==> src/rtl/lsu_pkg.sv <==
// Shared types and decode helpers for the load/store unit.
package lsu_pkg;

  typedef enum logic [2:0] {
    IDLE   = 3'd0,
    RD     = 3'd1,
    LDDATA = 3'd2,
    MERGE  = 3'd3,
    WR     = 3'd4
  } lsu_state_t;

  localparam logic [2:0] F3_B  = 3'b000;
  localparam logic [2:0] F3_H  = 3'b001;
  localparam logic [2:0] F3_W  = 3'b010;
  localparam logic [2:0] F3_BU = 3'b100;
  localparam logic [2:0] F3_HU = 3'b101;

  // Reject illegal size, misalignment or an address outside [lo, hi].
  function automatic logic access_error(input logic        we,
                                        input logic [2:0]  f3,
                                        input logic [31:0] addr,
                                        input logic [31:0] lo,
                                        input logic [31:0] hi);
    logic bad_size;
    logic misaligned;
    logic out_of_range;
    if (we)
      bad_size = !(f3 == F3_B || f3 == F3_H || f3 == F3_W);
    else
      bad_size = !(f3 == F3_B || f3 == F3_H || f3 == F3_W ||
                   f3 == F3_BU || f3 == F3_HU);
    misaligned   = (f3[1:0] == 2'b01 && addr[0]) ||
                   (f3[1:0] == 2'b10 && addr[1:0] != 2'b00);
    out_of_range = (addr < lo) || (addr > hi);
    return bad_size || misaligned || out_of_range;
  endfunction

endpackage

==> src/rtl/lsu_mem_lane_align.sv <==
// Little-endian lane extraction (loads) and lane merge (sub-word stores).
module lane_align
  import lsu_pkg::*;
(
  input  logic [31:0] word,
  input  logic [1:0]  offset,
  input  logic [2:0]  funct3,
  input  logic [15:0] wdata,
  output logic [31:0] load_data,
  output logic [31:0] merged
);

  logic [7:0]  byte_sel;
  logic [15:0] half_sel;

  always_comb begin
    byte_sel  = word[{offset, 3'b000} +: 8];
    half_sel  = word[{offset[1], 4'b0000} +: 16];
    load_data = word;
    case (funct3)
      F3_B:    load_data = {{24{byte_sel[7]}}, byte_sel};
      F3_BU:   load_data = {24'h0, byte_sel};
      F3_H:    load_data = {{16{half_sel[15]}}, half_sel};
      F3_HU:   load_data = {16'h0, half_sel};
      default: load_data = word;
    endcase
  end

  always_comb begin
    merged = word;
    if (funct3[1:0] == 2'b00)
      merged[{offset, 3'b000} +: 8] = wdata[7:0];
    else if (funct3[1:0] == 2'b01)
      merged[{offset[1], 4'b0000} +: 16] = wdata;
  end

endmodule

==> src/rtl/lsu_mem.sv <==
// Load/store unit driving a word-wide synchronous RAM; sub-word stores are
// done as read-modify-write. All RAM-side outputs are registered.
module lsu_mem
  import lsu_pkg::*;
#(
  parameter int          DWIDTH  = 32,
  parameter logic [31:0] ADDR_LO = 32'h100,
  parameter logic [31:0] ADDR_HI = 32'h1FF
) (
  input  logic              clock,
  input  logic              nreset,
  input  logic              req,
  input  logic              we,
  input  logic [2:0]        funct3,
  input  logic [31:0]       addr,
  input  logic [31:0]       wdata,
  output logic              busy,
  output logic              done,
  output logic              err,
  output logic [31:0]       rdata,
  output logic              ramR,
  output logic              ramW,
  output logic [31:0]       ramAddr,
  output logic [DWIDTH-1:0] ramDataW,
  input  logic [DWIDTH-1:0] ramDataR
);

  lsu_state_t  state;
  logic [1:0]  off_q;
  logic [2:0]  f3_q;
  logic        we_q;
  logic [15:0] wdata_q;
  logic        req_bad;
  logic [31:0] load_data;
  logic [31:0] merged;

  assign req_bad = access_error(we, funct3, addr, ADDR_LO, ADDR_HI);

  lane_align u_lane_align (
    .word      (ramDataR),
    .offset    (off_q),
    .funct3    (f3_q),
    .wdata     (wdata_q),
    .load_data (load_data),
    .merged    (merged)
  );

  // Valid/ready: a request is taken on any edge where req=1 and busy=0;
  // done is the single-cycle completion pulse, err qualifies it.
  always_ff @(posedge clock or negedge nreset) begin
    if (!nreset) begin
      state    <= IDLE;
      busy     <= 1'b0;
      done     <= 1'b0;
      err      <= 1'b0;
      rdata    <= '0;
      ramR     <= 1'b0;
      ramW     <= 1'b0;
      ramAddr  <= '0;
      ramDataW <= '0;
      off_q    <= '0;
      f3_q     <= '0;
      we_q     <= 1'b0;
      wdata_q  <= '0;
    end else begin
      done <= 1'b0;
      err  <= 1'b0;
      ramR <= 1'b0;
      ramW <= 1'b0;
      case (state)
        IDLE: begin
          if (req) begin
            if (req_bad) begin
              done <= 1'b1;
              err  <= 1'b1;
            end else begin
              off_q   <= addr[1:0];
              f3_q    <= funct3;
              we_q    <= we;
              wdata_q <= wdata[15:0];
              ramAddr <= {2'b00, addr[31:2]};
              busy    <= 1'b1;
              // Full-word stores skip the read; everything else reads first.
              if (we && funct3 == F3_W) begin
                ramW     <= 1'b1;
                ramDataW <= wdata;
                state    <= WR;
              end else begin
                ramR  <= 1'b1;
                state <= RD;
              end
            end
          end
        end
        RD: state <= we_q ? MERGE : LDDATA;
        LDDATA: begin
          rdata <= load_data;
          done  <= 1'b1;
          busy  <= 1'b0;
          state <= IDLE;
        end
        MERGE: begin
          ramDataW <= merged;
          ramW     <= 1'b1;
          state    <= WR;
        end
        WR: begin
          done  <= 1'b1;
          busy  <= 1'b0;
          state <= IDLE;
        end
        default: begin
          busy  <= 1'b0;
          state <= IDLE;
        end
      endcase
    end
  end

endmodule

==> config.mk <==
export PLATFORM = sky130hd
export DESIGN_NAME = lsu_mem
export DESIGN_NICKNAME = d
export VERILOG_FILES = /design/src/rtl/lsu_pkg.sv /design/src/rtl/lsu_mem_lane_align.sv /design/src/rtl/lsu_mem.sv
export SDC_FILE = /design/constraint.sdc
export NUM_CORES = 1
export LEC_CHECK = 0
export BUFFER_PORTS_ARGS = -buffer_cell sky130_fd_sc_hd__buf_2
export CORE_ASPECT_RATIO = 1.4
export CORE_MARGIN = 1
export CORE_UTILIZATION = 40
export CTS_CLUSTER_SIZE = 10
export DETAILED_ROUTE_END_ITERATION = 8
export PLACE_DENSITY = 0.64
export SETUP_SLACK_MARGIN = 0.4
export SYNTH_ARGS = -nofsm -noshare
export SYNTH_HDL_FRONTEND = slang
export SYNTH_SLANG_ARGS = --single-unit
==> constraint.sdc <==
create_clock -name clock -period 2.5 [get_ports clock]
set_clock_uncertainty 0.2 [all_clocks]
set_input_delay 0.25 -clock clock [delete_from_list [all_inputs] [get_ports clock]]
set_output_delay 0.25 -clock clock [all_outputs]
set_load 0.02 [all_outputs]
# After elaboration in Yosys (flattened, before gate mapping)
# Cells that the tools add are included.
# totals
wordCells	97
input_bits	103
ff_bits	124
out_inout_bits	101
# op_classes
shifts	6
n_addsub	2
bitwise	2
eq_ne	17
n_mux	30
n_lt_le_gt_ge	2
reduce_logical	25
# op_table
op	count
2-to-1 mux 32 bit	5
case mux 32 bit (4 select lines)	1
bitwise mux 32 bit	2
case mux 32 bit (2 select lines)	1
> comparator 32 x 9 -> 1 bit (second input constant)	1
< comparator 32 x 9 -> 1 bit (second input constant)	1
variable shift 16 x 7 -> 32 bit (first input constant)	1
variable shift 8 x 7 -> 32 bit (first input constant)	1
variable part select 16 x 7 -> 32 bit	1
variable part select 32 x 6 -> 16 bit	1
variable part select 32 x 6 -> 8 bit	1
variable part select 8 x 7 -> 32 bit	1
equality test 3 bit (second input constant)	5
2-to-1 mux 1 bit	14
negation 5 -> 7 bit	2
equality test 3 x 1 -> 1 bit (second input constant)	3
equality test 3 x 2 -> 1 bit (second input constant)	3
zero test 3 bit	3
2-to-1 mux 3 bit	3
case mux 3 bit (3 select lines)	1
logical OR 1 bit	8
!= test 2 bit (second input constant)	3
case mux 1 bit (2 select lines)	3
AND reduction 3 bit	2
other kinds (10)	17

# Logic depth before layout (Yosys ltp)
# logic_depth
depth_word	12
mapped_depth	10

# Hierarchy
# From an unflattened synthesis, not the netlist that was laid out.
# unflattened
hier_cells	656
hier_area_um2	7111.8
# by_module_without_submodules
mod	n_inst	cells_each	area_per_inst_um2	seq_area_each_um2
lsu_mem	1	393	5208.7	3103.0
lane_align	1	263	1903.1	0.0

# Worst setup path before layout
# OpenSTA, ideal clock, no wires.
# synth_timing
path_kind	register -> register
from	register off_q[1]
to	register ramDataW[30]
path_slack_ns	-0.119
arrival_time_ns	2.353
setup_ns	0.066
path_stages_with_launch	11
path_buffers	3
cell_sequence	dfrtp_1 -> buf_2 -> clkinv_1 -> clkbuf_1 -> ha_1 -> nor4bb_1 -> clkbuf_1 -> a21oi_1 -> a2bb2oi_1 -> o31ai_1 -> mux2_1
# synth_between
elab_chain_len	6
word_cells_on_any_way	11
cone_classes	2 x add/sub; 4 x shift; 5 x mux
# synth_lines
item	line_no	text
start: declaration	lsu_mem.sv:29	logic [1:0] off_q;
start signal: assignment	lsu_mem.sv:77	off_q <= addr[1:0];
negation 5 -> 7 bit	lsu_mem_lane_align.sv:34	merged[{offset[1], 4'b0000} +: 16] = wdata;
variable part select 16 x 7 -> 32 bit / variable shift 16 x 7 -> 32 bit (equally long branches)	lsu_mem_lane_align.sv:34	
bitwise mux 32 bit	lsu_mem_lane_align.sv:34	
2-to-1 mux 32 bit	lsu_mem_lane_align.sv:33	else if (funct3[1:0] == 2'b01)
2-to-1 mux 32 bit (*)	lsu_mem_lane_align.sv:31	if (funct3[1:0] == 2'b00)
case mux 32 bit (2 select lines) (*)	lsu_mem.sv:70	case (state)
end signal: assignment	lsu_mem.sv:86	ramDataW <= wdata;
end signal: assignment	lsu_mem.sv:103	ramDataW <= merged;
end: declaration	lsu_mem.sv:24	output logic [DWIDTH-1:0] ramDataW,
# Mark *: on every way between the ends. The rest lies on a longest branch, timed or not.
# A chain may end at the register's enable or synchronous reset.

# Final worst setup path
# layout_timing
from	register off_q[1]
to	register ramDataW[24]
# Same word-level chain as after synthesis.

==> flow_summary.json <==
{
  "violations": "DRC",
  "grt_first_pass_wirelength_mm": 35.7,
  "cts_buffers": 17,
  "maxSlewViolCount": 0,
  "cp.required_ns": 2.65,
  "worstSetupStartpoint": "off_q[1]",
  "layout-area-overhead-vs-synth_pct": 43.7,
  "area_after_dpl_sq_mm": 0.00800,
  "setup_viol": 0,
  "timing.critical_path.from_type": "register",
  "routedWlPerCell_microns": 19.7,
  "post_route_cells_drive_above_1_share_pct": 36.9,
  "placement.io_buffers": 201,
  "yosysMostFrequentCell": "sky130_fd_sc_hd__dfrtp_1",
  "maxClockFrequency_mhz": 443,
  "clkLatencyLatePin_ns": 0.42,
  "first_iter_violations": 499,
  "drt_drc_violations_left": 22,
  "timing.hold.worst.class": "in2reg",
  "post_synthesis_instance_area_sq_mm": 0.00666,
  "critPathArrivalTime_ns": 2.41,
  "clock_tree.htree_level_count": 4,
  "r2r.worst_path.cells": 9,
  "rsz0062_at_grt": "yes",
  "max_slew.worst_pin.slew_ns": 0.704,
  "detailroute.via_count": 6616,
  "fin_crit_sh_pct": 90.3,
  "synth_largest_area_cell": "sky130_fd_sc_hd__dfrtp_1",
  "worstSetupEndpointType": "register",
  "post-dp-hpwl_mm": 15.9,
  "final.min_clock_period_ns": 2.26,
  "clk_pin_slew_ns": 0.06,
  "synth_top_area_share_pct": 46.6,
  "peak_supply_drop_mv": 0.450,
  "ys_async_sr_fraction_pct": 100,
  "ys_warn_count": 0,
  "clock_sink_count": 124,
  "power_density_mw_per_mm2": 519,
  "grt_overflow": 0,
  "core.rowCount": 55,
  "clk_root_buffer_cell": "sky130_fd_sc_hd__clkbuf_16",
  "finalInstanceArea_sq_mm": 0.00957,
  "antenna_found_initial": 0,
  "crit_type": "reg2reg",
  "r2r_setup_slack_ns": 0.24,
  "worstPathMaxFanout": 6,
  "place.gp.congestion": 0.892,
  "chip_width_microns": 111,
  "design_power_total_mw": 4.96,
  "grt_usage_pct": 27.3,
  "core-area_sq_mm": 0.0162,
  "post_synth_edffs": 0,
  "final_antenna_net_count": 0,
  "seq_area_frac_synth_pct": 46.6,
  "maximum_number_of_pins_on_one_net_before_global_route_repair": 52,
  "ys_top_cells_by_area": "sky130_fd_sc_hd__dfrtp_1, sky130_fd_sc_hd__mux2_2, sky130_fd_sc_hd__o21ai_0, sky130_fd_sc_hd__nand2_1, sky130_fd_sc_hd__a221oi_1",
  "report.final.hold_viol_count": 0,
  "drt-total-wl_mm": 23.1,
  "p_leak_nw": 4.79,
  "r2r_end": "ramDataW[24]",
  "cts_tree": "yes",
  "boundaryPins": 204,
  "synth_area_per_cell_sq_um": 9.73,
  "post_synth_num_cell_types": 56,
  "clk_path_buf_depth": 2,
  "maxCapViolCount": 0,
  "commonest_cells_in_the_synthesized_netlist": "sky130_fd_sc_hd__dfrtp_1, sky130_fd_sc_hd__nand2_1, sky130_fd_sc_hd__o21ai_0, sky130_fd_sc_hd__mux2_2, sky130_fd_sc_hd__clkbuf_1",
  "detail_route.first_pass.iterations": 7,
  "die_y_microns": 155,
  "vias_in_the_first_global_route": 6533,
  "n_diodes": 0,
  "floorplan.initialDensity_pct": 41.0,
  "syn-instance-count": 684,
  "fp.dieArea_sq_mm": 0.0172,
  "worst_slew_margin_rel_pct": 53.1,
  "worst_setup_path_endpoint": "ramDataW[24]",
  "yosys_most_used_dff": "sky130_fd_sc_hd__dfrtp_1",
  "viasPerCell": 5.64,
  "postSynthRegisterBits": 124,
  "critical_path.reg2reg.startpoint": "off_q[1]",
  "final_net_count": 1070,
  "result_of_the_run": "finished with violations"
}
## through the flow
stage	util [%]	hold slack [ns]	setup TNS (ns)	setup slack, ns	instances
after global routing	58.9	0.0497	0	0.136	1174
after floorplan	-	-0.246	0	0.275	685
final	58.9	0.0341	0	0.243	1174
after detailed placement	49.3	0.143	-0.243	-0.135	1065
after global placement	49.3	0.142	-0.127	-0.0933	1065
after CTS	58.1	0.0278	0	0.245	1168
## where the power goes
part | switching (mW) | internal [mW] | total [mW]
clock | 0.919 | 1.59 | 2.51
combinational | 0.219 | 0.203 | 0.422
sequential | 0.00680 | 2.02 | 2.03
## kinds of logic after synthesis
logic type,Yosys count,share of synthesized area [%]
mux,69,11.5
buf+inv,78,5.17
fa+ha+maj,5,0.940
compound gates,193,19.4
other cells,1,0.0563
simple gates,214,16.4
flops,124,46.6
## state kept, by name, summed over array words and instances, names as in the netlist, 2 cells and up
register and count:
f3_q 3, off_q 2, ramAddr 30, ramDataW 32, rdata 32, state 3
wdata_q 16
## cell usage in the layout, fill, tap and decap left out, drive strengths merged, types with 3 or more instances in the layout
cell type / count
nor4: 7
dfrtp: 124
a221o: 8
nor2b: 35
a211oi: 4
nor4bb: 3
clkinv: 6
a2bb2oi: 6
clkbuf: 23
nor3: 17
mux2i: 20
a31oi: 3
inv: 21
nand2b: 3
a311oi: 7
o21a: 3
mux2: 48
nor2: 29
nand2: 82
a221oi: 27
o21ai: 62
a22o: 13
buf: 247
dlygate4sd3: 64
ha: 5
o22ai: 13
o22a: 4
a21oi: 37
and2: 24
bufinv: 3
## what timing repair did
item / in CTS / in global routing
resized for setup: 21 / 26
hold endpoints to repair: 118 / 0
hold buffers: 64 / 0
pin swaps: 4 / 10
buffers inserted: 5 / 4
cloned: 2 / 2
endpoints found under the setup margin: 61 / 78
## area by class of cell
cell class                 instances  area (sq um)
fill                            1425          6670
multi-input combinational        483          3360
sequential                       124          3110
timing repair buffer             314          2160
clock buffer                      22           454
tap                              199           249
clock inverter                    10           141
inverter                          22          95.1
## worst max-delay path: stages, from the launching register on
cell and delay, ns:
sky130_fd_sc_hd__dfrtp_2 0.46, sky130_fd_sc_hd__clkinv_8 0.08, sky130_fd_sc_hd__ha_2 0.22, sky130_fd_sc_hd__nor4bb_4 0.31, sky130_fd_sc_hd__buf_4 0.20, sky130_fd_sc_hd__a221oi_2 0.06, sky130_fd_sc_hd__a311oi_1 0.32, sky130_fd_sc_hd__buf_4 0.17
sky130_fd_sc_hd__a21oi_1 0.04, sky130_fd_sc_hd__mux2i_1 0.12
## per-layer routing
layer	vias up	track usage (%)	share of wire, %
li1	3012	-	-
met1	3200	30.6	37
met2	334	48.7	52
met3	70	5.64	6.4
met4	0	14.2	4.5
met5	-	0	0
## worst min-delay path by stage
stage,startpoint,to,depth (start not counted)
final,ramDataR[8],rdata[8],3
after detailed placement,nreset,ramAddr[5],1
after floorplan,nreset,busy,0
after global routing,ramDataR[15],rdata[15],3
after global placement,nreset,ramAddr[5],1
after CTS,ramDataR[8],rdata[8],3
(Power assumes the default switching activity.)
